<file path="config.mk">
export PLATFORM = sky130hd
export DESIGN_NAME = mux_rr_arbiter_flat
export DESIGN_NICKNAME = d
export VERILOG_FILES = /design/src/rtl/mux_arb_pkg.sv /design/src/rtl/mux_rr_arbiter_if.sv /design/src/rtl/mux_rr_arbiter_rr_pick.sv /design/src/rtl/mux_rr_arbiter.sv /design/src/flat_wrapper.sv
export SDC_FILE = /design/constraint.sdc
export NUM_CORES = 1
export LEC_CHECK = 0
export ABC_AREA = 0
export BUFFER_PORTS_ARGS = -buffer_cell sky130_fd_sc_hd__clkbuf_2
export CORE_MARGIN = 4
export CORE_UTILIZATION = 30
export CTS_CLUSTER_SIZE = 20
export DETAILED_ROUTE_END_ITERATION = 16
export PLACE_DENSITY = 0.46
export RECOVER_POWER = 25
export SYNTH_ARGS = -nofsm -noshare
export SYNTH_HDL_FRONTEND = slang
export SYNTH_SLANG_ARGS = --single-unit
</file>
<file path="constraint.sdc">
create_clock -name clk -period 2.8 [get_ports clk]
set_input_delay 0 -clock clk [delete_from_list [all_inputs] [get_ports clk]]
set_output_delay 0 -clock clk [all_outputs]
set_load 0.01 [all_outputs]
</file>
<file path="src/rtl/mux_arb_pkg.sv">
// Shared types and sizing for the round-robin mux arbiter.
package mux_arb_pkg;

    localparam int N_REQ = 4;
    localparam int SEL_W = $clog2(N_REQ);

    typedef enum logic [1:0] {
        IDLE,
        GRANT,
        TURN
    } arb_state_t;

    typedef logic [SEL_W-1:0] sel_t;
    typedef logic [N_REQ-1:0] req_t;

endpackage

</file>
<file path="src/rtl/mux_rr_arbiter_if.sv">
// Request/grant/select bundle between the four requesters and the arbiter.
// The lock signal exists only when ARB_LOCK_EN is defined.
interface mux_rr_arbiter_if;
    import mux_arb_pkg::*;

    req_t req;
    req_t grant;
    sel_t sel;
    logic valid;

`ifdef ARB_LOCK_EN
    logic lock;

    modport master (input req, input lock, output grant, output sel, output valid);
    modport slave  (output req, output lock, input grant, input sel, input valid);
`else
    modport master (input req, output grant, output sel, output valid);
    modport slave  (output req, input grant, input sel, input valid);
`endif

endinterface

</file>
<file path="src/rtl/mux_rr_arbiter_rr_pick.sv">
// Rotating priority encoder: first requester after 'last', wrapping modulo N_REQ.
module rr_pick
    import mux_arb_pkg::*;
(
    input  req_t req,
    input  sel_t last,
    output logic any,
    output sel_t pick
);

    always_comb begin
        // NOTE: every output gets a default first so no path leaves it unassigned (no latch).
        any  = |req;
        pick = last;
        // Walk from farthest to nearest so the nearest requester wins the final overwrite.
        for (int k = N_REQ; k >= 1; k--) begin
            sel_t idx;
            idx = last + sel_t'(k);
            if (req[idx]) pick = idx;
        end
    end

endmodule

</file>
<file path="src/rtl/mux_rr_arbiter.sv">
// Round-robin arbiter driving a 4:1 mux select with bounded hold and one-cycle turnaround.
// Optional lock input (suppresses hold-limit preemption) under macro ARB_LOCK_EN.
module mux_rr_arbiter
    import mux_arb_pkg::*;
#(
    parameter int MAX_HOLD = 8
) (
    input logic            clk,
    input logic            rst_n,
    mux_rr_arbiter_if.master bus
);

    localparam int                HOLD_W   = (MAX_HOLD > 1) ? $clog2(MAX_HOLD) : 1;
    localparam logic [HOLD_W-1:0] HOLD_MAX = HOLD_W'(MAX_HOLD - 1);

    arb_state_t        state, state_nx;
    req_t              grant_q, grant_nx;
    sel_t              sel_q, sel_nx;
    logic              valid_q, valid_nx;
    sel_t              last_q, last_nx;
    logic [HOLD_W-1:0] hold_q, hold_nx;

    logic any;
    sel_t pick;
    logic release_req;
    logic others_req;
    logic at_limit;
    logic preempt_ok;

    rr_pick u_pick (
        .req  (bus.req),
        .last (last_q),
        .any  (any),
        .pick (pick)
    );

`ifdef ARB_LOCK_EN
    assign preempt_ok = !bus.lock;
`else
    assign preempt_ok = 1'b1;
`endif

    // While granted, last_q is the owner, so its request line is the release indicator.
    assign release_req = !bus.req[last_q];
    assign others_req  = |(bus.req & ~grant_q);
    assign at_limit    = (hold_q == HOLD_MAX);

    always_comb begin
        state_nx = state;
        grant_nx = grant_q;
        sel_nx   = sel_q;
        valid_nx = valid_q;
        last_nx  = last_q;
        hold_nx  = hold_q;
        case (state)
            IDLE, TURN: begin
                if (any) begin
                    state_nx = GRANT;
                    grant_nx = req_t'(1) << pick;
                    sel_nx   = pick;
                    valid_nx = 1'b1;
                    last_nx  = pick;
                    hold_nx  = '0;
                end else begin
                    state_nx = IDLE;
                    grant_nx = '0;
                    valid_nx = 1'b0;
                end
            end
            GRANT: begin
                if (release_req || (at_limit && others_req && preempt_ok)) begin
                    state_nx = TURN;
                    grant_nx = '0;
                    valid_nx = 1'b0;
                end else if (!at_limit) begin
                    hold_nx = hold_q + 1'b1;
                end
            end
            default: begin
                state_nx = IDLE;
                grant_nx = '0;
                valid_nx = 1'b0;
            end
        endcase
    end

    always_ff @(posedge clk) begin
        // NOTE: registered state uses non-blocking assignments so all flops update together.
        if (!rst_n) begin
            state   <= IDLE;
            grant_q <= '0;
            sel_q   <= '0;
            valid_q <= 1'b0;
            last_q  <= sel_t'(N_REQ - 1);
            hold_q  <= '0;
        end else begin
            state   <= state_nx;
            grant_q <= grant_nx;
            sel_q   <= sel_nx;
            valid_q <= valid_nx;
            last_q  <= last_nx;
            hold_q  <= hold_nx;
        end
    end

    assign bus.grant = grant_q;
    assign bus.sel   = sel_q;
    assign bus.valid = valid_q;

endmodule

</file>
<file path="src/flat_wrapper.sv">
// flat-port wrapper written by rule: the top's interface ports become plain ports
module mux_rr_arbiter_flat import mux_arb_pkg::*;
#(
    parameter int MAX_HOLD = 8
)
  (clk, rst_n, bus_req, bus_grant, bus_sel, bus_valid);
  mux_rr_arbiter_if bus_i ();
  input logic clk;
  input logic rst_n;
  input wire logic [$bits(bus_i.req)-1:0] bus_req;
  output wire logic [$bits(bus_i.grant)-1:0] bus_grant;
  output wire logic [$bits(bus_i.sel)-1:0] bus_sel;
  output wire logic [$bits(bus_i.valid)-1:0] bus_valid;
  assign bus_i.req = bus_req;
  assign bus_grant = bus_i.grant;
  assign bus_sel = bus_i.sel;
  assign bus_valid = bus_i.valid;
  mux_rr_arbiter #(.MAX_HOLD(MAX_HOLD)) u_core (.clk(clk), .rst_n(rst_n), .bus(bus_i));
endmodule
</file>
# Yosys cells after proc, flatten, opt, wreduce, memory -nomap -nowiden
# Index checks and enable logic that the tools add are counted.
# totals
out_inout_bits	7
ramBits	0
latch_bits	0
register_bits	14
input_bits	6
n_memories	0
rom_bits	0
# classes
n_addsub	4
shift	1
muxes	24
n_div	0
bitwise	2
magnitude_cmp	4
eq_ne	7
reduce_logical	10
n_mul	0
# ops
op	count
2-bit by 3-bit less-than comparator with 1-bit output (second input constant)	4
3-bit two-way mux	3
1-bit binary-select mux with 2-bit select	4
2-bit two-way mux	4
4-bit two-way mux	2
4-bit case mux with 2 select lines	1
4-bit OR reduction	2
1-bit two-way mux	7
3-bit case mux with 2 select lines	1
2-bit adder (second input constant)	2
4-bit AND	1
2-bit by 1-bit inequality test with 1-bit output (second input constant)	2
2-bit inequality test (second input constant)	2
4-bit inverter	1
2-bit case mux with 2 select lines	1
4-bit AND reduction	1
1-bit by 2-bit << shifter with 4-bit output (first input constant)	1
3-bit by 1-bit adder with 3-bit output (second input constant)	1
3-bit equality test (second input constant)	1
2-bit by 1-bit adder with 2-bit output (second input constant)	1
2-bit by 1-bit equality test with 1-bit output (second input constant)	1
2-bit equality test (second input constant)	1
2-bit logical NOT	1
1-bit case mux with 2 select lines	1
other kinds (6)	6

# Longest topological paths before layout
# logic_depth
depth_word	9
mapped_depth	6
depth_no_buf	5

# By module
# From an unflattened synthesis, not the netlist that was laid out.
# unflattened
hier_cells	77
hier_area_um2	670.6
# by_module_without_submodules
module	seq_area_each_um2	cells_per_inst	n_inst	area_per_inst_um2
mux_rr_arbiter	260.2	63	1	598.1
rr_pick	0.0	14	1	72.6

# Worst setup path after synthesis
# Ideal clock, no wire load.
# synth_timing
path_type	register -> register
startpoint	register u_core.last_q[1]
endpoint	register u_core.hold_q[0]
period_less_slack_ns	1.642
path_stages_with_launch	7
arrival_time_ns	1.528
required_ns	2.685
setup_slack_ns	1.158
setup_ns	0.115
cell_sequence	dfxtp_1 -> buf_6 -> mux2i_1 -> mux2_4 -> or3_4 -> and3_1 -> o21a_1
# synth_via
elab_chain_cells	6
# synth_lines
item	line_no	rtl
start, declared	mux_rr_arbiter.sv:20	sel_t last_q, last_nx;
start signal, assigned	mux_rr_arbiter.sv:94	last_q <= sel_t'(N_REQ - 1);
start signal, assigned	mux_rr_arbiter.sv:101	last_q <= last_nx;
1-bit binary-select mux with 2-bit select	mux_rr_arbiter.sv:44	assign release_req = !bus.req[last_q];
1-bit two-way mux (implied by the code)	mux_rr_arbiter.sv:44	
1-bit logical NOT	mux_rr_arbiter.sv:44	
1-bit logical OR	mux_rr_arbiter.sv:71	if (release_req || (at_limit && others_req && preempt_ok)) begin
2-bit inequality test (no line)	--	
4-bit AND reduction (no line)	--	
end signal, assigned	mux_rr_arbiter.sv:102	hold_q <= hold_nx;
end, declared	mux_rr_arbiter.sv:21	logic [HOLD_W-1:0] hold_q, hold_nx;
# No other way between the ends. The select of a mux whose other input is x is not followed.
# A chain may end at the register's enable or synchronous reset.

# Worst setup path in the final report
# Same ends and word-level chain as after synthesis.

==> flow_metrics.tcl <==
set metrics [dict create \
    hpwlAfterDp_um 1111 \
    synth-seq-area-share 0.4014 \
    drc_errors 0 \
    h-tree-depth 1 \
    cts.sinks 14 \
    syn_inst 79 \
    rsz0062_at_grt "no" \
    cts_setup_buffers 0 \
    grt_use_met3 0.02784 \
    worstSetupStartpoint "u_core.last_q[1]" \
    clk_latency_ps 290 \
    endpoint "u_core.hold_q[0]" \
    critPathMaxFanout 9 \
    worstPathRequired_ps 2990 \
    fin_skew_ps 6.436 \
    fin_crit_sh 0.6350 \
    avgViaCountPerCell 4.851 \
    grt_pass1_wl_um 2566 \
    track_usage 0.1056 \
    hold_path.class "in2reg" \
    p_leak_uw 0.0003467 \
    coreArea_um2 2212 \
    fp-row-count 17 \
    drv_slew 0 \
    syn_nets 87 \
    fin_setup_tns_ps 0 \
    initial_core_util 0.3156 \
    path_cells "mux2i_1 -> mux2_4 -> or3_4 -> and3_1 -> o21a_1" \
    grt_max_degree 15 \
    first_pass_iters 4 \
    antenna_found_initial 0 \
    portBuffers 12 \
    ys_ff_latch 14 \
    worst_r2r_endpoint "u_core.hold_q[0]" \
    start_kind "register" \
    outcome "finished, final reports clean" \
    wl_um 1493 \
    mostFrequentLayoutCells "14 x dfxtp_1, 10 x nor2_1, 7 x clkbuf_2, 6 x nor2b_1" \
    slew_headroom 0.6740 \
    grt-busiest-layer "met2" \
    grt_use_met1 0.1330 \
    r2r_cells 5 \
    cap_violations 0 \
    crit_arrival_ps 1960 \
    overflow 0 \
    wl_per_cell_um 12.34 \
    cp_top_family "simple AND/OR/NAND/NOR gates" \
    netlist_area_um2 698.2 \
    numCtsBuffers 3 \
    path_depth 5 \
    fin_util 0.3654 \
    ys_warn_count 0 \
    die_w_um 56.24 \
    die_y_um 56.24 \
    final_common_cell "dfxtp_1" \
    avgSynthCellArea_um2 8.838 \
    hold_buffers 0 \
    worstSetupEndpointType "register" \
    clkSlewWorstSetupHoldPaths_ps 90 \
    critPathMaxStageDelay_ps 490 \
    irDropWorstVdd_v 0.0002295 \
    clockBufferDepth 2 \
    crit_buf_inv 0 \
    nets 102 \
    route.vias.total 587 \
    fmax_mhz 562.5 \
    finalSetupViolCount 0 \
    die-area_um2 3163 \
    diodes 0 \
    yosys.area.top_type_share 0.4014 \
    period_minus_slack_ps 1778 \
    cts_resized 0 \
    synth_area_leader_cell "dfxtp_1" \
    r2r_start "u_core.last_q[1]" \
    placed_area_um2 778.2 \
    drive_gt1_frac 0.1505 \
    final_cell_area_um2 808.3 \
    ant_nets 0 \
    dr.first_iter.drc_count 15 \
    power.density_nw_per_um2 600.5 \
    grt_pass1_vias 555 \
    gp_congestion 0.7855 \
    grt_use_met2 0.1553 \
    tritoncts "yes" \
    cts_root_buf "clkbuf_4" \
    ff2ff_setup_slack_ps 1020 \
    synth.area.top_cells "dfxtp_1 40%, nor2_1 5.4%, nor2b_1 5.4%" \
    synth.distinct_cells 28 \
    critPathKind "reg2reg" \
    slowest_stage "dfxtp_1" \
    tightest_slew_ps 489.0 \
    io_pins 13 \
    hold_violations 0 \
    syn_to_final_growth_pct 15.77 \
]
cells in the mapped netlist (all sizes together):
master,instances
o21a,2
o2111ai,1
a21oi,5
and3,1
a211oi,1
o31ai,1
mux2i,2
a21boi,2
buf,1
o21ai,4
mux2,1
inv,1
clkbuf,1
a21o,1
dfxtp,14
ha,2
nor3b,2
nor2b,6
and3b,1
nand2,3
nor2,10
and2,1
nand2b,5
or3,3
a22oi,4
nand3,2
nor3,2
metrics by stage:
| stage | instances | setup WS, ps | hold WS [ps] | total power (uW) |
|---|---|---|---|---|
| CTS | 121 | 1021 | 54.45 | 489.9 |
| detailed placement | 117 | 1044 | 354.8 | 343.4 |
| floorplan | 79 | 1158 | 128.2 | 313.0 |
| finish | 121 | 1022 | 42.78 | 485.4 |
| global route | 121 | 926.5 | 82.26 | 514.7 |
| global placement | 117 | 1074 | 347.7 | 343.8 |
routing by layer:
layer	wire length, um	share of wire	vias up
met1	762	0.51	258
met4	44	0.029	0
met3	82	0.055	5
met2	604	0.40	15
met5	0	0	-
li1	-	-	309
sequential cells by signal (all words and copies together), names as in the netlist:
name and count:
u_core.bus.sel 2, u_core.hold_q 3, u_core.state 2, u_core.last_q 2
u_core.bus.valid 1, u_core.bus.grant 4
final cells by class:
type                       instances  area, um^2
fill                             232        1404
multi-input combinational         62       399.1
sequential                        14       280.3
timing repair buffer              12       53.80
clock buffer                       4       36.28
tap                               28       35.03
inverter                           1       3.754
logic make-up after synthesis:
kind of cell / share of synthesized area
buffers and inverters: 0.02687
multiplexers: 0.05017
flip-flops: 0.4014
adder cells (fa/ha/maj): 0.03584
AND/OR/NAND/NOR: 0.2832
AO/OA/AOI/OAI: 0.2025
report_power, final:
group	total [uW]	switching [uW]	internal (uW)
logic	102	57.4	44.8
clock network	150	70.5	79.2
registers	233	16.2	217
total	485	144	341
worst min-delay path by stage:
| stage | start | to | slack [ps] | cells after the start |
|---|---|---|---|---|
| global route | rst_n | u_core.last_q[1] | 80 | 2 |
| finish | rst_n | u_core.last_q[0] | 40 | 2 |
| CTS | rst_n | u_core.last_q[1] | 50 | 2 |
| global placement | rst_n | u_core.last_q[1] | 350 | 2 |
| floorplan | rst_n | u_core.bus.grant[0] | 130 | 1 |
| detailed placement | rst_n | u_core.last_q[1] | 350 | 2 |
No activity file was read; power rests on OpenSTA's default activity.
